### config.mk
export PLATFORM = sky130hd
export DESIGN_NAME = sprite_read_master
export DESIGN_NICKNAME = d
export VERILOG_FILES = /design/src/rtl/sprite_dma_pkg.sv /design/src/rtl/sprite_fifo.sv /design/src/rtl/sprite_read_master.sv
export SDC_FILE = /design/constraint.sdc
export NUM_CORES = 1
export LEC_CHECK = 0
export CAP_MARGIN = 20
export CORE_MARGIN = 1.5
export CORE_UTILIZATION = 50
export CTS_CLUSTER_DIAMETER = 150
export DETAILED_ROUTE_END_ITERATION = 10
export GPL_TIMING_DRIVEN = 0
export HOLD_SLACK_MARGIN = 0.08
export MAX_ROUTING_LAYER = met4
export PLACE_DENSITY_LB_ADDON = 0.3
export SLEW_MARGIN = 40
export SYNTH_ARGS = -nofsm -noshare
export SYNTH_HDL_FRONTEND = slang
export SYNTH_SLANG_ARGS = --single-unit
### constraint.sdc
create_clock -name Clk -period 5.51 [get_ports Clk]
set_clock_uncertainty 0.05 [all_clocks]
set_input_delay 1.102 -clock Clk [delete_from_list [all_inputs] [get_ports Clk]]
set_output_delay 1.102 -clock Clk [all_outputs]
set_load 0.02 [all_outputs]
### src/rtl/sprite_dma_pkg.sv
// Shared types and default sizing for the sprite read master and its FIFO.
package sprite_dma_pkg;

    // Top-level sequencing: wait for go, issue bursts, wait for data to drain.
    typedef enum logic [1:0] {
        IDLE  = 2'd0,
        ISSUE = 2'd1,
        DRAIN = 2'd2
    } state_t;

    localparam int DEF_MAX_BURST  = 4;
    localparam int DEF_FIFO_DEPTH = 32;

endpackage

### src/rtl/sprite_fifo.sv
// Show-ahead FIFO: the head word is presented on o_rdata whenever the FIFO
// is non-empty, and a pop simply advances to the next word.
module sprite_fifo
    import sprite_dma_pkg::*;
#(
    parameter  int DATA_W = 8,
    parameter  int DEPTH  = DEF_FIFO_DEPTH,
    localparam int PTR_W  = $clog2(DEPTH),
    localparam int CNT_W  = PTR_W + 1
) (
    input  logic              Clk,
    input  logic              Reset,
    input  logic              i_push,
    input  logic [DATA_W-1:0] i_wdata,
    input  logic              i_pop,
    output logic [DATA_W-1:0] o_rdata,
    output logic              o_empty,
    output logic [CNT_W-1:0]  o_used
);

    logic [DATA_W-1:0] r_mem [DEPTH];
    logic [PTR_W-1:0]  r_wr_ptr;
    logic [PTR_W-1:0]  r_rd_ptr;
    logic [CNT_W-1:0]  r_used;
    logic              w_do_push;
    logic              w_do_pop;

    // A pop on an empty FIFO (including the cycle a first word is pushed) is dropped.
    always_comb begin
        w_do_push = i_push && (r_used != CNT_W'(DEPTH));
        w_do_pop  = i_pop && (r_used != '0);
    end

    // Storage array; no reset so it maps onto plain RAM.
    always_ff @(posedge Clk) begin
        if (w_do_push) begin
            r_mem[r_wr_ptr] <= i_wdata;
        end
    end

    // Pointers and occupancy; pointers wrap naturally at DEPTH.
    always_ff @(posedge Clk or negedge Reset) begin
        if (!Reset) begin
            r_wr_ptr <= '0;
            r_rd_ptr <= '0;
            r_used   <= '0;
        end else begin
            if (w_do_push) begin
                r_wr_ptr <= r_wr_ptr + PTR_W'(1);
            end
            if (w_do_pop) begin
                r_rd_ptr <= r_rd_ptr + PTR_W'(1);
            end
            case ({w_do_push, w_do_pop})
                2'b10:   r_used <= r_used + CNT_W'(1);
                2'b01:   r_used <= r_used - CNT_W'(1);
                default: r_used <= r_used;
            endcase
        end
    end

    // Head word is forced to zero while empty so the output is clean after reset.
    always_comb begin
        o_empty = (r_used == '0);
        o_used  = r_used;
        o_rdata = '0;
        if (r_used != '0) begin
            o_rdata = r_mem[r_rd_ptr];
        end
    end

endmodule

### src/rtl/sprite_read_master.sv
// Avalon-MM burst read master feeding sprite pixel bytes to the sprite
// controller through a show-ahead FIFO. Bursts are only issued when the FIFO
// has room for every word already requested plus the new burst.
module sprite_read_master
    import sprite_dma_pkg::*;
#(
    parameter int ADDR_W     = 32,
    parameter int DATA_W     = 8,
    parameter int MAX_BURST  = DEF_MAX_BURST,
    parameter int BURST_W    = 3,
    parameter int FIFO_DEPTH = DEF_FIFO_DEPTH
) (
    input  logic              Clk,
    input  logic              Reset,
    input  logic [ADDR_W-1:0] control_read_base,
    input  logic [31:0]       control_read_length,
    input  logic              control_go,
    output logic              control_done,
    output logic              control_early_done,
    input  logic              user_read_buffer,
    output logic [DATA_W-1:0] user_buffer_output_data,
    output logic              user_data_available,
    output logic [ADDR_W-1:0] master_address,
    output logic              master_read,
    output logic [BURST_W-1:0] master_burstcount,
    input  logic [DATA_W-1:0] master_readdata,
    input  logic              master_readdatavalid,
    input  logic              master_waitrequest
);

    localparam int CNT_W = $clog2(FIFO_DEPTH) + 1;

    state_t             r_state;
    logic [ADDR_W-1:0]  r_addr;
    logic [31:0]        r_remaining;
    logic [CNT_W-1:0]   r_outstanding;
    logic               r_master_read;
    logic [ADDR_W-1:0]  r_master_address;
    logic [BURST_W-1:0] r_master_burstcount;
    logic               r_done;
    logic               r_early_done;

    logic               w_accept;
    logic               w_push;
    logic [CNT_W-1:0]   w_out_next;
    logic [ADDR_W-1:0]  w_addr_base;
    logic [31:0]        w_rem_base;
    logic [BURST_W-1:0] w_burst_next;
    logic [31:0]        w_committed;
    logic               w_credit_ok;
    logic               w_fifo_empty;
    logic [CNT_W-1:0]   w_fifo_used;
    logic [DATA_W-1:0]  w_fifo_rdata;

    function automatic logic [BURST_W-1:0] burst_size(input logic [31:0] rem);
        if (rem >= 32'(MAX_BURST)) begin
            burst_size = BURST_W'(MAX_BURST);
        end else begin
            burst_size = rem[BURST_W-1:0];
        end
    endfunction

    // Acceptance, response bookkeeping and the credit check for the next burst.
    // Words already in the FIFO plus words still owed by the slave plus the
    // candidate burst must fit in the FIFO, so a push can never be refused.
    always_comb begin
        w_accept     = r_master_read && !master_waitrequest;
        w_push       = master_readdatavalid && (r_outstanding != '0);
        w_out_next   = r_outstanding
                     + (w_accept ? CNT_W'(r_master_burstcount) : CNT_W'(0))
                     - CNT_W'(w_push);
        w_rem_base   = w_accept ? (r_remaining - 32'(r_master_burstcount)) : r_remaining;
        w_addr_base  = w_accept ? (r_addr + ADDR_W'(r_master_burstcount)) : r_addr;
        w_burst_next = burst_size(w_rem_base);
        w_committed  = 32'(w_fifo_used) + 32'(w_push) + 32'(w_out_next) + 32'(w_burst_next);
        w_credit_ok  = (w_committed <= 32'(FIFO_DEPTH));
    end

    // Control FSM with registered Avalon and status outputs.
    always_ff @(posedge Clk or negedge Reset) begin
        if (!Reset) begin
            r_state             <= IDLE;
            r_addr              <= '0;
            r_remaining         <= '0;
            r_outstanding       <= '0;
            r_master_read       <= 1'b0;
            r_master_address    <= '0;
            r_master_burstcount <= '0;
            r_done              <= 1'b1;
            r_early_done        <= 1'b1;
        end else begin
            r_outstanding <= w_out_next;
            case (r_state)
                IDLE: begin
                    if (control_go && (control_read_length != '0)) begin
                        r_state             <= ISSUE;
                        r_addr              <= control_read_base;
                        r_remaining         <= control_read_length;
                        r_master_read       <= 1'b1;
                        r_master_address    <= control_read_base;
                        r_master_burstcount <= burst_size(control_read_length);
                        r_done              <= 1'b0;
                        r_early_done        <= 1'b0;
                    end
                end
                ISSUE: begin
                    // A stalled request is held untouched; otherwise plan the next one.
                    if (!r_master_read || w_accept) begin
                        r_addr      <= w_addr_base;
                        r_remaining <= w_rem_base;
                        if (w_rem_base == '0) begin
                            r_state       <= DRAIN;
                            r_master_read <= 1'b0;
                            r_early_done  <= 1'b1;
                        end else if (w_credit_ok) begin
                            r_master_read       <= 1'b1;
                            r_master_address    <= w_addr_base;
                            r_master_burstcount <= w_burst_next;
                        end else begin
                            r_master_read <= 1'b0;
                        end
                    end
                end
                DRAIN: begin
                    if ((r_outstanding == '0) && w_fifo_empty) begin
                        r_state <= IDLE;
                        r_done  <= 1'b1;
                    end
                end
                default: begin
                    r_state <= IDLE;
                end
            endcase
        end
    end

    sprite_fifo #(
        .DATA_W (DATA_W),
        .DEPTH  (FIFO_DEPTH)
    ) u_fifo (
        .Clk     (Clk),
        .Reset   (Reset),
        .i_push  (w_push),
        .i_wdata (master_readdata),
        .i_pop   (user_read_buffer),
        .o_rdata (w_fifo_rdata),
        .o_empty (w_fifo_empty),
        .o_used  (w_fifo_used)
    );

    // Output mapping.
    always_comb begin
        master_read             = r_master_read;
        master_address          = r_master_address;
        master_burstcount       = r_master_burstcount;
        control_done            = r_done;
        control_early_done      = r_early_done;
        user_data_available     = !w_fifo_empty;
        user_buffer_output_data = w_fifo_rdata;
    end

endmodule

Word level (Yosys, flattened, before mapping)

Memories as Yosys holds them, arrays and structs flattened.
Cells that the tools add are included.

Word-level logic and storage cells: 103
Memories kept: 1
Register bits after elaboration: 126
Input port bits: 78
RAM bits: 256
Output and inout port bits: 47

Reduce and logical (&&, ||, !) cells: 25
Mux-type cells: 40
Add/subtract/negate cells: 11
Equality and inequality tests: 11
$lt $le $gt $ge: 3

Memories:

| name         | words | bits a word | read ports | clocked after Yosys merged registers in | wr ports | RTL line          | RTL |
|---|---|---|---|---|---|---|---|
| u_fifo.r_mem | 32    | 8           | 1          | 0                                       | 1        | sprite_fifo.sv:21 | `logic [DATA_W-1:0] r_mem [DEPTH];` |

Operators with widths:

| operator                                                            | count |
|---|---|
| 2-to-1 mux 32 bit                                                   | 9 |
| case mux 32 bit (2 select lines)                                    | 3 |
| greater-or-equal comparator 32 x 3 -> 1 bit (second input constant) | 2 |
| adder 32 x 3 -> 32 bit                                              | 1 |
| logical NOT 32 bit                                                  | 1 |
| nonzero test 32 bit                                                 | 1 |
| subtractor 32 x 3 -> 32 bit                                         | 1 |
| 2-to-1 mux 3 bit                                                    | 7 |
| logical NOT 6 bit                                                   | 2 |
| inequality test 2 bit (second input constant)                       | 6 |
| case mux 6 bit (2 select lines)                                     | 1 |
| nonzero test 6 bit                                                  | 2 |
| adder 5 x 1 -> 5 bit (second input constant)                        | 2 |
| 2-to-1 mux 1 bit                                                    | 10 |
| adder 8 x 3 -> 9 bit                                                | 1 |
| less-or-equal comparator 9 x 6 -> 1 bit (second input constant)     | 1 |
| adder 7 x 6 -> 8 bit                                                | 1 |
| 2-to-1 mux 2 bit                                                    | 4 |
| 2-to-1 mux 8 bit                                                    | 1 |
| AND reduction 4 bit                                                 | 2 |
| adder 6 x 1 -> 7 bit                                                | 1 |
| adder 6 x 1 -> 6 bit (second input constant)                        | 1 |
| adder 6 x 3 -> 6 bit                                                | 1 |
| logical AND 1 bit                                                   | 6 |
| other kinds (14)                                                    | 23 |

Depth between registers and ports, before layout

Gate-level depths: netlist (run 1).

Depth in word-level cells: 12
Mapped depth: 26
Depth with buffers taken out: 23

By module

From an unflattened synthesis (run 1), not the netlist that was laid out.

Cell total of the unflattened synthesis: 1420
Area, all modules: 18248.8 um^2

By module, submodules not included:

| module             | cells an instance | times used | sequential area each (um^2) | area each (um^2) |
|---|---|---|---|---|
| sprite_fifo        | 554               | 1          | 8087.8                      | 10851.7 |
| sprite_read_master | 866               | 1          | 2755.1                      | 7397.1 |

Least setup slack after synthesis (run 1)

Ideal clock, no wire load.

Path type: input -> register
Start: input port master_waitrequest
End: register r_master_address[10], in the netlist master_address[10]
Buffers on the path: 3
Stages: 22
Arrival: 5671 ps
Required time: 5335 ps
Slack: -336 ps
Setup time: 125 ps
Path through: nor4b_2 > and3_1 > clkbuf_1 > a21boi_0 > nor4_1 > nand4_2 > nor4b_4 > nand2_1 > fa_1 > inv_1 > ha_1 > fa_1 > xor2_1 > a2111o_1 > a21oi_1 > nand2_1 > a21oi_1 > o21ai_0 > a22o_1 > buf_6 > buf_12 > mux2_4

Cells in the longest elaborated chain, start to end: 10
Elaborated cells between the ends (all ways): 22
Those cells by class: add/sub (4); order compare (2); eq/ne (3); mux (8); reduce/logical (5)

Ends and longest elaborated chain:

| what                                    | RTL line                  | RTL |
|---|---|---|
| from (decl)                             | sprite_read_master.sv:28  | `input logic master_waitrequest` |
| logical NOT 1 bit *                     | sprite_read_master.sv:67  | `w_accept = r_master_read && !master_waitrequest;` |
| logical AND 1 bit *                     | sprite_read_master.sv:67  |  |
| 2-to-1 mux 3 bit                        | sprite_read_master.sv:70  | `+ (w_accept ? CNT_W'(r_master_burstcount) : CNT_W'(0))` |
| adder 6 x 3 -> 6 bit                    | sprite_read_master.sv:70  |  |
| subtractor 6 x 1 -> 6 bit               | sprite_read_master.sv:71  | `- CNT_W'(w_push);` |
| adder 7 x 6 -> 8 bit                    | sprite_read_master.sv:75  | `w_committed = 32'(w_fifo_used) + 32'(w_push) + 32'(w_out_next) + 32'(w_burst_next);` |
| adder 8 x 3 -> 9 bit                    | sprite_read_master.sv:75  |  |
| less-or-equal comparator 9 x 6 -> 1 bit | sprite_read_master.sv:76  | `w_credit_ok = (w_committed <= 32'(FIFO_DEPTH));` |
| inequality test 2 bit (no line)         | -                         |  |
| AND reduction 5 bit (no line)           | -                         |  |
| to (signal assigned)                    | sprite_read_master.sv:100 | `r_master_address <= control_read_base;` |
| to (signal assigned)                    | sprite_read_master.sv:117 | `r_master_address <= w_addr_base;` |
| to (decl)                               | sprite_read_master.sv:38  | `logic [ADDR_W-1:0] r_master_address;` |

Every way passes the cells marked *; elsewhere a longest branch is shown, timed or not. The select of a mux whose other input is x is not followed.
A chain may end at the register's enable or synchronous reset.

Worst setup path in the final report (run 1)

Start: register r_remaining[0]
End: register r_master_address[17], in the netlist master_address[17]

Cells in the longest elaborated chain, start to end: 8
Elaborated cells between the ends (all ways): 10
Those cells by class: add/sub (2); order compare (2); eq/ne (2); mux (2); reduce/logical (2)

Ends and longest elaborated chain:

| what                                        | RTL line                  | RTL |
|---|---|---|
| from (decl)                                 | sprite_read_master.sv:35  | `logic [31:0] r_remaining;` |
| from (signal assigned)                      | sprite_read_master.sv:98  | `r_remaining <= control_read_length;` |
| from (signal assigned)                      | sprite_read_master.sv:110 | `r_remaining <= w_rem_base;` |
| subtractor 32 x 3 -> 32 bit                 | sprite_read_master.sv:72  | `w_rem_base = w_accept ? (r_remaining - 32'(r_master_burstcount)) : r_remaining;` |
| 2-to-1 mux 32 bit *                         | sprite_read_master.sv:72  |  |
| greater-or-equal comparator 32 x 3 -> 1 bit | sprite_read_master.sv:56  | `if (rem >= 32'(MAX_BURST)) begin` |
| 2-to-1 mux 3 bit                            | sprite_read_master.sv:56  |  |
| adder 8 x 3 -> 9 bit                        | sprite_read_master.sv:75  |  |
| less-or-equal comparator 9 x 6 -> 1 bit     | sprite_read_master.sv:76  |  |
| inequality test 2 bit (no line)             | -                         |  |
| AND reduction 5 bit (no line) *             | -                         |  |

Every way passes the cells marked *; elsewhere a longest branch is shown, timed or not.

==> metrics, run 1 <==
die area 0.0373 sq mm; vias post-DR 12267; design area 0.0218 sq mm; WL/cell 23.6 um; commonest non-fill, non-tap cell in the layout edfxtp_1; Hold Fails Final Rpt 0; RSZ-0062 raised after global routing true; share of the synthesized area in the top cell type 42.6%; number of library cell types mapped by synthesis 73; Worst EP required 5.89 ns; Async S/R FF share, synth 33.0%; final non-filler cell total 2022; Top FF cell, synth edfxtp_1; Final WS setup -0.228 ns; antenna violations before repair 0; worst reg-to-reg path cell count 24; maximum vdd drop 0.604 mV; clock sinks 382; site row count 69; Slew headroom 39.5%; CP Capture Type flop; Achievable Freq 174 MHz; Post-Syn Nets 1452; diode count 0; final setup fails 36; gr ovfl total 0; Initial DRT Pass Iterations 6; CTS H-tree depth 2; startpoint types flop; Crit path largest cell delay 0.51 ns; Worst-Margin Slew 0.908 ns; die width 193 um; crit-path cells inv_1 > ha_2 > inv_2 > fa_2 > xor2_1 > mux2i_1 > nand4_1 > and4b_2 > nand4_4 > nor4b_4 > nand2_1 > fa_1 > inv_2 > ha_4 > fa_2 > a2111o_1 > a21oi_2 > nand2_2 > a21oi_2 > o21ai_2 > a22o_1 > buf_12 > clkbuf_16 > mux2_4; Power Dens Cells 664 mW/mm^2; final period utilization 104%; sequential fraction of the synthesis area 60.0%; critical path's top delay family adder cells; hold_buf cts 0; worst skew pair latency 0.55 ns; Hold WC Path Type in -> async; Starting Density 50.8%; Synth warnings 0; largest net degree at the start of global routing 70; CTS tree done; Total Power 14.4 mW; cts bufs inserted 41; FF-to-FF Start r_remaining[0]$_DFFE_PN0P_; hpwl dp 32600 um; PortBufs 124; Initial DRC Count 1276; final wirelength 47700 um; Filler cells 2725; status complete, but fails checks; Post-Place Setup Slack -1.47 ns; critical path arrival 6.11 ns; vias in the first global route 12196; GRT Overall Usage 26.7%; mapped cell area 0.0181 sq mm; DRT antenna net count 0; CP Max Fanout 8; Core Area 0.0356 sq mm; Final nets 1648; WS Path Type reg -> reg; Residual DRC 0; placer congestion estimate 0.947; Root Buffer clkbuf_16; first-pass GRT wire length 72000 um; static leakage 7.98 nW; I/O Pins 125; WHS 0.422 ns; flop2flop setup slack -0.23 ns; reg2reg end master_address[17]$_DFFE_PN0P_; count of buffer and inverter cells on the critical path 5; Die Span Y 193 um; synthesized flop and latch total 382; worst-case clock buffer depth 3; Placed Area 0.0199 sq mm; CP max-delay cell fa_1; Mean Syn Cell Area 13.6 sq um; cell count after synthesis 1332; clock-pin slew on the worst setup and hold paths 0.06 ns; most frequent cells in the layout edfxtp_1 (256), dfrtp_1 (122), nand2_1 (121), clkdlybuf4s50_1 (114), nor2_1 (106); EDFF count, synth 256; layout cells sized above 1 19.1%; Via density 6.07; # Max-Cap Violations 0; top cell type by total area after synthesis edfxtp_1; leading post-synthesis cells by cell area edfxtp_1 (43%), dfrtp_1 (17%), mux4_2 (10%); min Tclk post-route 5.74 ns; pins over their slew limit 0; area delta synth->final 20.5%; failing checks negative setup slack; placed cell count 1918
metrics by stage:
stage                     setup TNS, ns  utilization, %
final                             -7.03            61.2
after global routing             -13.68            61.2
after CTS                         -4.84            60.8
after detailed placement         -49.91            56.0
after global placement          -303.36            55.9
after floorplan                   -2.26               -
kinds of logic after synthesis:
| family | Yosys count | share of synthesized area [%] |
|---|---|---|
| adder cells (fa/ha/maj) | 42 | 3.24 |
| AND/OR/NAND/NOR | 376 | 10.2 |
| buffers and inverters | 123 | 2.83 |
| XOR/XNOR | 52 | 2.52 |
| multiplexers | 137 | 13.8 |
| flip-flops | 382 | 60.0 |
| AO/OA/AOI/OAI | 220 | 7.39 |
cell type report:
type,count,area (sq um),area share [%]
Buffer,71,353,1.62
Clock buffer,50,1090,5.02
Clock inverter,26,319,1.47
Inverter,50,188,0.863
Multi-Input combinational cell,827,6890,31.7
Sequential cell,382,10800,49.9
Tap cell,461,577,2.65
Timing Repair Buffer,155,1490,6.86
report_power, final:
group	internal, mW	switching [mW]	leakage, nW
Clock	1.71	1.16	0.693
Combinational	3.74	3.68	3.46
Sequential	3.67	0.476	3.82
layer usage:
layer | part of all wire (%) | GRT usage, % | vias up | wire length, um
met5 | 0 | - | - | 0
met2 | 47 | 41.8 | 599 | 22600
met1 | 41 | 36.1 | 6131 | 19800
met3 | 8.1 | 3.87 | 116 | 3850
met4 | 3.2 | 8.82 | 0 | 1520
li1 | - | - | 5421 | -
state kept, by name, indices dropped and copies added (netlist names), 2 cells and up:
register           flops
r_state                2
master_burstcount      3
u_fifo.r_rd_ptr        5
u_fifo.o_used          6
master_address        32
u_fifo.r_mem         256
r_addr                32
u_fifo.r_wr_ptr        5
r_remaining           32
r_outstanding          6
what timing repair did:
| item | CTS | global route |
|---|---|---|
| pin swaps | 11 | 11 |
| buffers inserted | 24 | 4 |
| setup endpoints to repair | 36 | 36 |
| cloned | 1 | 1 |
| resized for setup | 36 | 14 |
cells in the mapped netlist, types with 4 or more instances:
cell type,count
edfxtp_1,256
dfrtp_1,124
nand2_1,123
nor2_1,113
mux4_2,80
o21ai_0,74
a21oi_1,64
clkbuf_1,57
inv_1,50
ha_1,34
xor2_1,30
xnor2_1,22
nand3_1,21
mux2_4,20
mux2i_1,19
mux2_2,18
nor3_1,18
nor4_1,17
nand4_1,16
a31oi_1,14
and3_1,11
o22a_1,11
buf_1,10
a21o_1,8
fa_1,8
nor2b_1,8
or3_1,7
nand3b_1,6
o22ai_1,6
a22o_1,5
a22oi_1,4
and2_1,4
or4_1,4
worst max-delay path by stage:
stage,from,endpoint,slack [ns],depth (start not counted)
after floorplan,master_waitrequest,master_address[10]$_DFFE_PN0P_,-0.11,21
after global placement,Reset,master_address[26]$_DFFE_PN0P_,-2.06,1
after detailed placement,master_waitrequest,master_address[28]$_DFFE_PN0P_,-1.47,22
after CTS,r_remaining[10]$_DFFE_PN0P_,master_address[16]$_DFFE_PN0P_,-0.17,21
after global routing,r_remaining[0]$_DFFE_PN0P_,master_address[17]$_DFFE_PN0P_,-0.41,25
final,r_remaining[0]$_DFFE_PN0P_,master_address[17]$_DFFE_PN0P_,-0.23,24
(Power assumes the default switching activity.)
==> run 2: changes to the inputs <==
--- a/config.mk
+++ b/config.mk
@@ -8,8 +8,9 @@
 export CAP_MARGIN = 20
 export CORE_MARGIN = 1.5
 export CORE_UTILIZATION = 50
-export CTS_CLUSTER_DIAMETER = 150
+export CTS_CLUSTER_DIAMETER = 60
 export DETAILED_ROUTE_END_ITERATION = 10
+export DONT_BUFFER_PORTS = 1
 export GPL_TIMING_DRIVEN = 0
 export HOLD_SLACK_MARGIN = 0.08
 export MAX_ROUTING_LAYER = met4
==> run 2 against run 1 <==
- the flow still finishes with violations (negative setup slack)
- combinational power decreased by 6.5%
- clock-buffer cell count decreased by 3
- final cell count decreased by 5.8%
- clock power about the same
- register-to-register slack improved by 0.07 ns
- global-route usage decreased by 1.7 points
- critical endpoint is now master_address[21]$_DFFE_PN0P_
- largest power group unchanged
- highest routed layer unchanged
==> metrics, run 2 (synthesized netlist as in run 1, its figures left out) <==
gr ovfl total 0; CTS H-tree depth 2; Hold Fails Final Rpt 0; Post-Place Setup Slack -0.851 ns; WHS 0.196 ns; area delta synth->final 13.9%; clock sinks 382; die width 193 um; Root Buffer clkbuf_16; RSZ-0062 raised after global routing true; CTS tree done; Worst-Margin Slew 0.822 ns; I/O Pins 125; min Tclk post-route 5.67 ns; placer congestion estimate 0.941; CP Max Fanout 8; final period utilization 103%; Placed Area 0.0187 sq mm; clock share of power 20.5%; cts bufs inserted 42; # Max-Cap Violations 0; Die Span Y 193 um; first-pass GRT wire length 67700 um; crit-path cells ha_4 > inv_2 > fa_2 > a211oi_2 > and4_4 > nand4_1 > xor2_1 > nand4_1 > nor4b_4 > buf_4 > nand2_2 > fa_1 > inv_1 > ha_2 > fa_2 > a2111o_1 > a21oi_2 > nand2_2 > a21oi_2 > o21ai_1 > a22o_1 > buf_12 > buf_12 > mux2_4; max FFs per register 256; Sw Share 36.9%; sequential share of power 30.4%; Core Area 0.0356 sq mm; vias post-DR 11616; status complete, but fails checks; flop2flop setup slack -0.16 ns; DRT antenna net count 0; Crit path largest cell delay 0.50 ns; combinational power share 49.2%; WL/cell 23.4 um; failing checks negative setup slack; pins over their slew limit 0; design area 0.0206 sq mm; hpwl dp 30600 um; static leakage 7.48 nW; die area 0.0373 sq mm; final setup fails 35; Via density 6.10; WS Path Type reg -> reg; Starting Density 50.8%; Filler cells 2779; Slew headroom 45.2%; most frequent cells in the layout edfxtp_1 (256), dfrtp_1 (121), nand2_1 (118), nor2_1 (111), mux4_2 (80); Hold WC Path Type in -> async; GRT Overall Usage 24.9%; vias in the first global route 11615; critical path arrival 6.05 ns; PortBufs 0; Power Dens Cells 687 mW/mm^2; worst-case clock buffer depth 3; worst reg-to-reg path cell count 24; Achievable Freq 176 MHz; Final nets 1525; layout cells sized above 1 19.5%; Biggest register u_fifo.r_mem; Initial DRT Pass Iterations 5; CP max-delay cell dfrtp_2; CP Capture Type flop; final wirelength 44600 um; maximum vdd drop 0.648 mV; Int Power 8.92 mW; largest net degree at the start of global routing 127; commonest non-fill, non-tap cell in the layout edfxtp_1; startpoint types flop; Worst EP required 5.89 ns; Final WS setup -0.156 ns; site row count 69; Residual DRC 0; antenna violations before repair 3; Initial DRC Count 1113; clock-pin slew on the worst setup and hold paths 0.06 ns; Switch Pwr 5.21 mW; worst skew pair latency 0.56 ns
## run 2: cell count changes in the layout (fill, tap and decap cells not counted), moves of 4 or more
cell / change
nor2_2: -5
clkdlybuf4s50_1: -114
diode_2: +4
nor2_1: +5
clkinv_1: +5
buf_2: -9
## run 2: area by class of cell
| type | instances | area (sq um) | area share (%) |
|---|---|---|---|
| Timing Repair Buffer | 31 | 302 | 1.47 |
| Sequential cell | 382 | 10800 | 52.7 |
| Multi-Input combinational cell | 827 | 6860 | 33.4 |
| Antenna cell | 4 | 10.0 | 0.0487 |
| Clock buffer | 47 | 1070 | 5.20 |
| Clock inverter | 31 | 353 | 1.72 |
| Buffer | 71 | 353 | 1.72 |
| Inverter | 50 | 190 | 0.925 |
| Tap cell | 461 | 577 | 2.80 |
## run 2: per-layer routing
metal / vias to the layer above / global-route usage [%] / routed length (um)
li1: 5168 / - / -
met1: 5800 / 33.1 / 18400
met4: 0 / 9.82 / 1510
met3: 104 / 5.74 / 4070
met2: 544 / 37.4 / 20600
met5: - / - / 0
## run 2: critical path, delay by kind of cell, from the launching register on
kind / cells / cell delay, ns
buffers and inverters: 5 / 0.61
XOR/XNOR: 1 / 0.21
flip-flops: 1 / 0.50
multiplexers: 1 / 0.29
adder cells (fa/ha/maj): 5 / 1.65
AO/OA/AOI/OAI: 6 / 1.20
AND/OR/NAND/NOR: 6 / 1.00
## run 2: final timing paths
| kind | from | end |
|---|---|---|
| max | master_burstcount[0]$_DFFE_PN0P_ | master_address[21]$_DFFE_PN0P_ |
| min | Reset | r_outstanding[1]$_DFF_PN0_ |
| max reg2reg | master_burstcount[0]$_DFFE_PN0P_ | master_address[21]$_DFFE_PN0P_ |
| min reg2reg | control_done$_DFFE_PN1P_ | control_done$_DFFE_PN1P_ |
| max in group asynchronous | Reset | master_burstcount[1]$_DFFE_PN0P_ |
| min in group Clk | control_done$_DFFE_PN1P_ | control_done$_DFFE_PN1P_ |
## run 2: timing repair
item,in CTS,in global routing
pin swaps,10,7
gates cloned,2,1
gates resized for setup,32,18
hold buffers,0,0
endpoints found under the hold margin,0,0
setup buffers,21,6
setup endpoints to repair,36,36
## run 2: through the flow
stage,util (%),setup TNS [ns],instances,power (mW)
detailed placement,52.5,-27.50,1793,10.1
global placement,52.5,-24.80,1793,9.99
floorplan,-,-2.26,1332,8.80
finish,57.8,-4.65,1904,14.1
global route,57.8,-12.83,1903,14.8
CTS,57.4,-2.61,1893,13.7
## run 2: power by group through the flow
stage                     combinational (mW)  sequential (mW)  clock [mW]
final                                   6.95             4.29        2.89
after global routing                    7.45             4.36        3.03
after CTS                               6.46             4.26        2.93
after detailed placement                5.81             4.32           0
after global placement                  5.69             4.30           0
after floorplan                         4.63             4.17           0
==> run 3: changes to the inputs <==
--- a/config.mk
+++ b/config.mk
@@ -7,14 +7,16 @@
 export LEC_CHECK = 0
 export CAP_MARGIN = 20
 export CORE_MARGIN = 1.5
-export CORE_UTILIZATION = 50
+export CORE_UTILIZATION = 25
 export CTS_CLUSTER_DIAMETER = 60
 export DETAILED_ROUTE_END_ITERATION = 10
 export DONT_BUFFER_PORTS = 1
+export GPL_ROUTABILITY_DRIVEN = 0
 export GPL_TIMING_DRIVEN = 0
 export HOLD_SLACK_MARGIN = 0.08
 export MAX_ROUTING_LAYER = met4
 export PLACE_DENSITY_LB_ADDON = 0.3
+export SKIP_LAST_GASP = 1
 export SLEW_MARGIN = 40
 export SYNTH_ARGS = -nofsm -noshare
 export SYNTH_HDL_FRONTEND = slang
==> run 3 against run 2 <==
- the run still ends with negative setup slack left
- worst setup slack got worse by 0.25 ns
- global-route usage decreased by 11 points
- hold slack got worse by 0.028 ns
- total power decreased by 1.8%
- maximum frequency decreased by 4.3%
- critical path depth decreased by 1
- first-iteration DRC count decreased by 15%
- die area increased by 98%
- via count increased by 1.4%
- routed wire length increased by 13%
- largest power group unchanged
- highest routed layer unchanged
==> metrics, run 3 (synthesized netlist as in run 1, its figures left out) <==
Core Area 0.0715 sq mm; GRT Overall Usage 13.8%; Final WS setup -0.411 ns; die area 0.0739 sq mm; DRT antenna net count 0; Crit path largest cell delay 0.51 ns; CP Capture Type flop; count of buffer and inverter cells on the critical path 5; vias in the first global route 11875; I/O Pins 125; failing checks negative setup slack; critical path's top delay family adder cells; max FFs per register 256; critical path arrival 6.33 ns; CP Max Fanout 10; Final nets 1546; pins over their slew limit 0; Biggest register u_fifo.r_mem; worst-case clock buffer depth 3; register area 0.0108 sq mm; status complete, but fails checks; Placed Area 0.0193 sq mm; Initial DRT Pass Iterations 5; layout cells sized above 1 21.4%; Total Power 13.9 mW; largest net degree at the start of global routing 127; clock-pin slew on the worst setup and hold paths 0.06 ns; most frequent cells in the layout edfxtp_1 (256), nand2_1 (122), dfrtp_1 (121), nor2_1 (97), mux4_2 (80); final setup fails 36; Power Dens Cells 649 mW/mm^2; final period utilization 107%; Slew headroom 39.8%; WL/cell 20.9 um; commonest non-fill, non-tap cell in the layout edfxtp_1; maximum vdd drop 0.719 mV; worst skew pair latency 0.60 ns; vias post-DR 11779; first-pass GRT wire length 75200 um; cts bufs inserted 46; Starting Density 25.3%; crit-path cells clkinvlp_4 > fa_2 > a211oi_2 > and4_4 > nand4_1 > xor2_2 > nand4_1 > buf_4 > nor4b_4 > nand2_1 > fa_1 > inv_1 > ha_2 > fa_2 > a2111o_1 > a21oi_1 > nand2_1 > a21oi_2 > o21ai_2 > a22o_1 > buf_12 > buf_12 > mux2_4; Root Buffer clkbuf_16; Residual DRC 0; CTS tree done; WHS 0.168 ns; WS Path Type reg -> reg; RSZ-0062 raised after global routing true; hpwl dp 34100 um; design area 0.0214 sq mm; Initial DRC Count 942; Hold Fails Final Rpt 0; min Tclk post-route 5.92 ns; CP max-delay cell dfrtp_2; CTS H-tree depth 2; gr ovfl total 0; share of the core filled with cells 29.9%; site row count 98; Hold WC Path Type in -> async; clock sinks 382; # Max-Cap Violations 0; PortBufs 0; Achievable Freq 169 MHz; final wirelength 50500 um; Filler cells 7187; Worst EP required 5.92 ns; startpoint types flop; Worst-Margin Slew 0.903 ns; die width 272 um; Via density 4.88; area used by multi-input combinational logic 0.00688 sq mm; Die Span Y 272 um; area delta synth->final 18.4%; hold_buf cts 0; antenna violations before repair 2; static leakage 7.58 nW; setup TNS -13.81 ns
[run 3: changes by cell type in the layout (fill, tap and decap cells not counted), moves of 3 or more]
cell,previous run,this run
bufinv_16,6,3
diode_2,4,1
clkbuf_16,43,47
nand2_1,118,122
nand2_2,3,0
buf_4,26,43
nor2_1,111,97
clkbuf_8,0,5
clkinv_2,8,5
nor2_2,2,16
clkbuf_1,60,63
clkbuf_2,0,5
clkinv_4,0,3
[run 3: worst paths after layout]
check,slack [ns],from,cells past startpoint,to
worst max-delay path,-0.41,master_burstcount[1]$_DFFE_PN0P_,23,master_address[25]$_DFFE_PN0P_
worst min-delay path,0.17,Reset,0,r_state[0]$_DFFE_PN0P_
worst min register to register,0.46,r_remaining[0]$_DFFE_PN0P_,2,r_remaining[0]$_DFFE_PN0P_
worst max register to register,-0.41,master_burstcount[1]$_DFFE_PN0P_,23,master_address[25]$_DFFE_PN0P_
max in group asynchronous,5.00,Reset,0,master_burstcount[1]$_DFFE_PN0P_
min in group Clk,0.46,r_remaining[0]$_DFFE_PN0P_,2,r_remaining[0]$_DFFE_PN0P_
[run 3: final cells by class]
class	count	share of cell area, %
clock inverter	24	1.26
tap	950	5.56
timing repair buffer	46	1.75
buffer	72	1.69
multi-input combinational	828	32.2
sequential	382	50.7
clock buffer	62	5.90
antenna	1	0.0117
inverter	50	0.895
[run 3: layer usage]
| layer | part of all wire, % | track usage, % | wire, um |
|---|---|---|---|
| met1 | 43 | 18.1 | 21900 |
| met2 | 47 | 21.8 | 23700 |
| met3 | 7.6 | 2.80 | 3830 |
| met4 | 2.3 | 3.64 | 1160 |
| met5 | 0 | - | 0 |
[run 3: metrics by stage]
stage          cells  setup WS [ns]
2_1_floorplan   1332         -0.113
3_5_place_dp    2282         -0.941
4_1_cts         2415         -0.344
6_report        2415         -0.411
3_3_place_gp    2282         -0.915
5_1_grt         2415         -0.605
[run 3: repair_timing]
action,in CTS,in global routing
pin swaps,13,13
setup endpoints to repair,36,37
gates resized for setup,22,16
setup buffers,47,4
endpoints found under the hold margin,0,0
cloned,1,1
[run 3: where the power goes]
part | switching [mW] | internal [mW] | total, mW | leakage, nW
Clock | 1.28 | 1.77 | 3.06 | 0.744
Sequential | 0.622 | 3.66 | 4.29 | 3.82
Combinational | 3.30 | 3.24 | 6.54 | 3.01
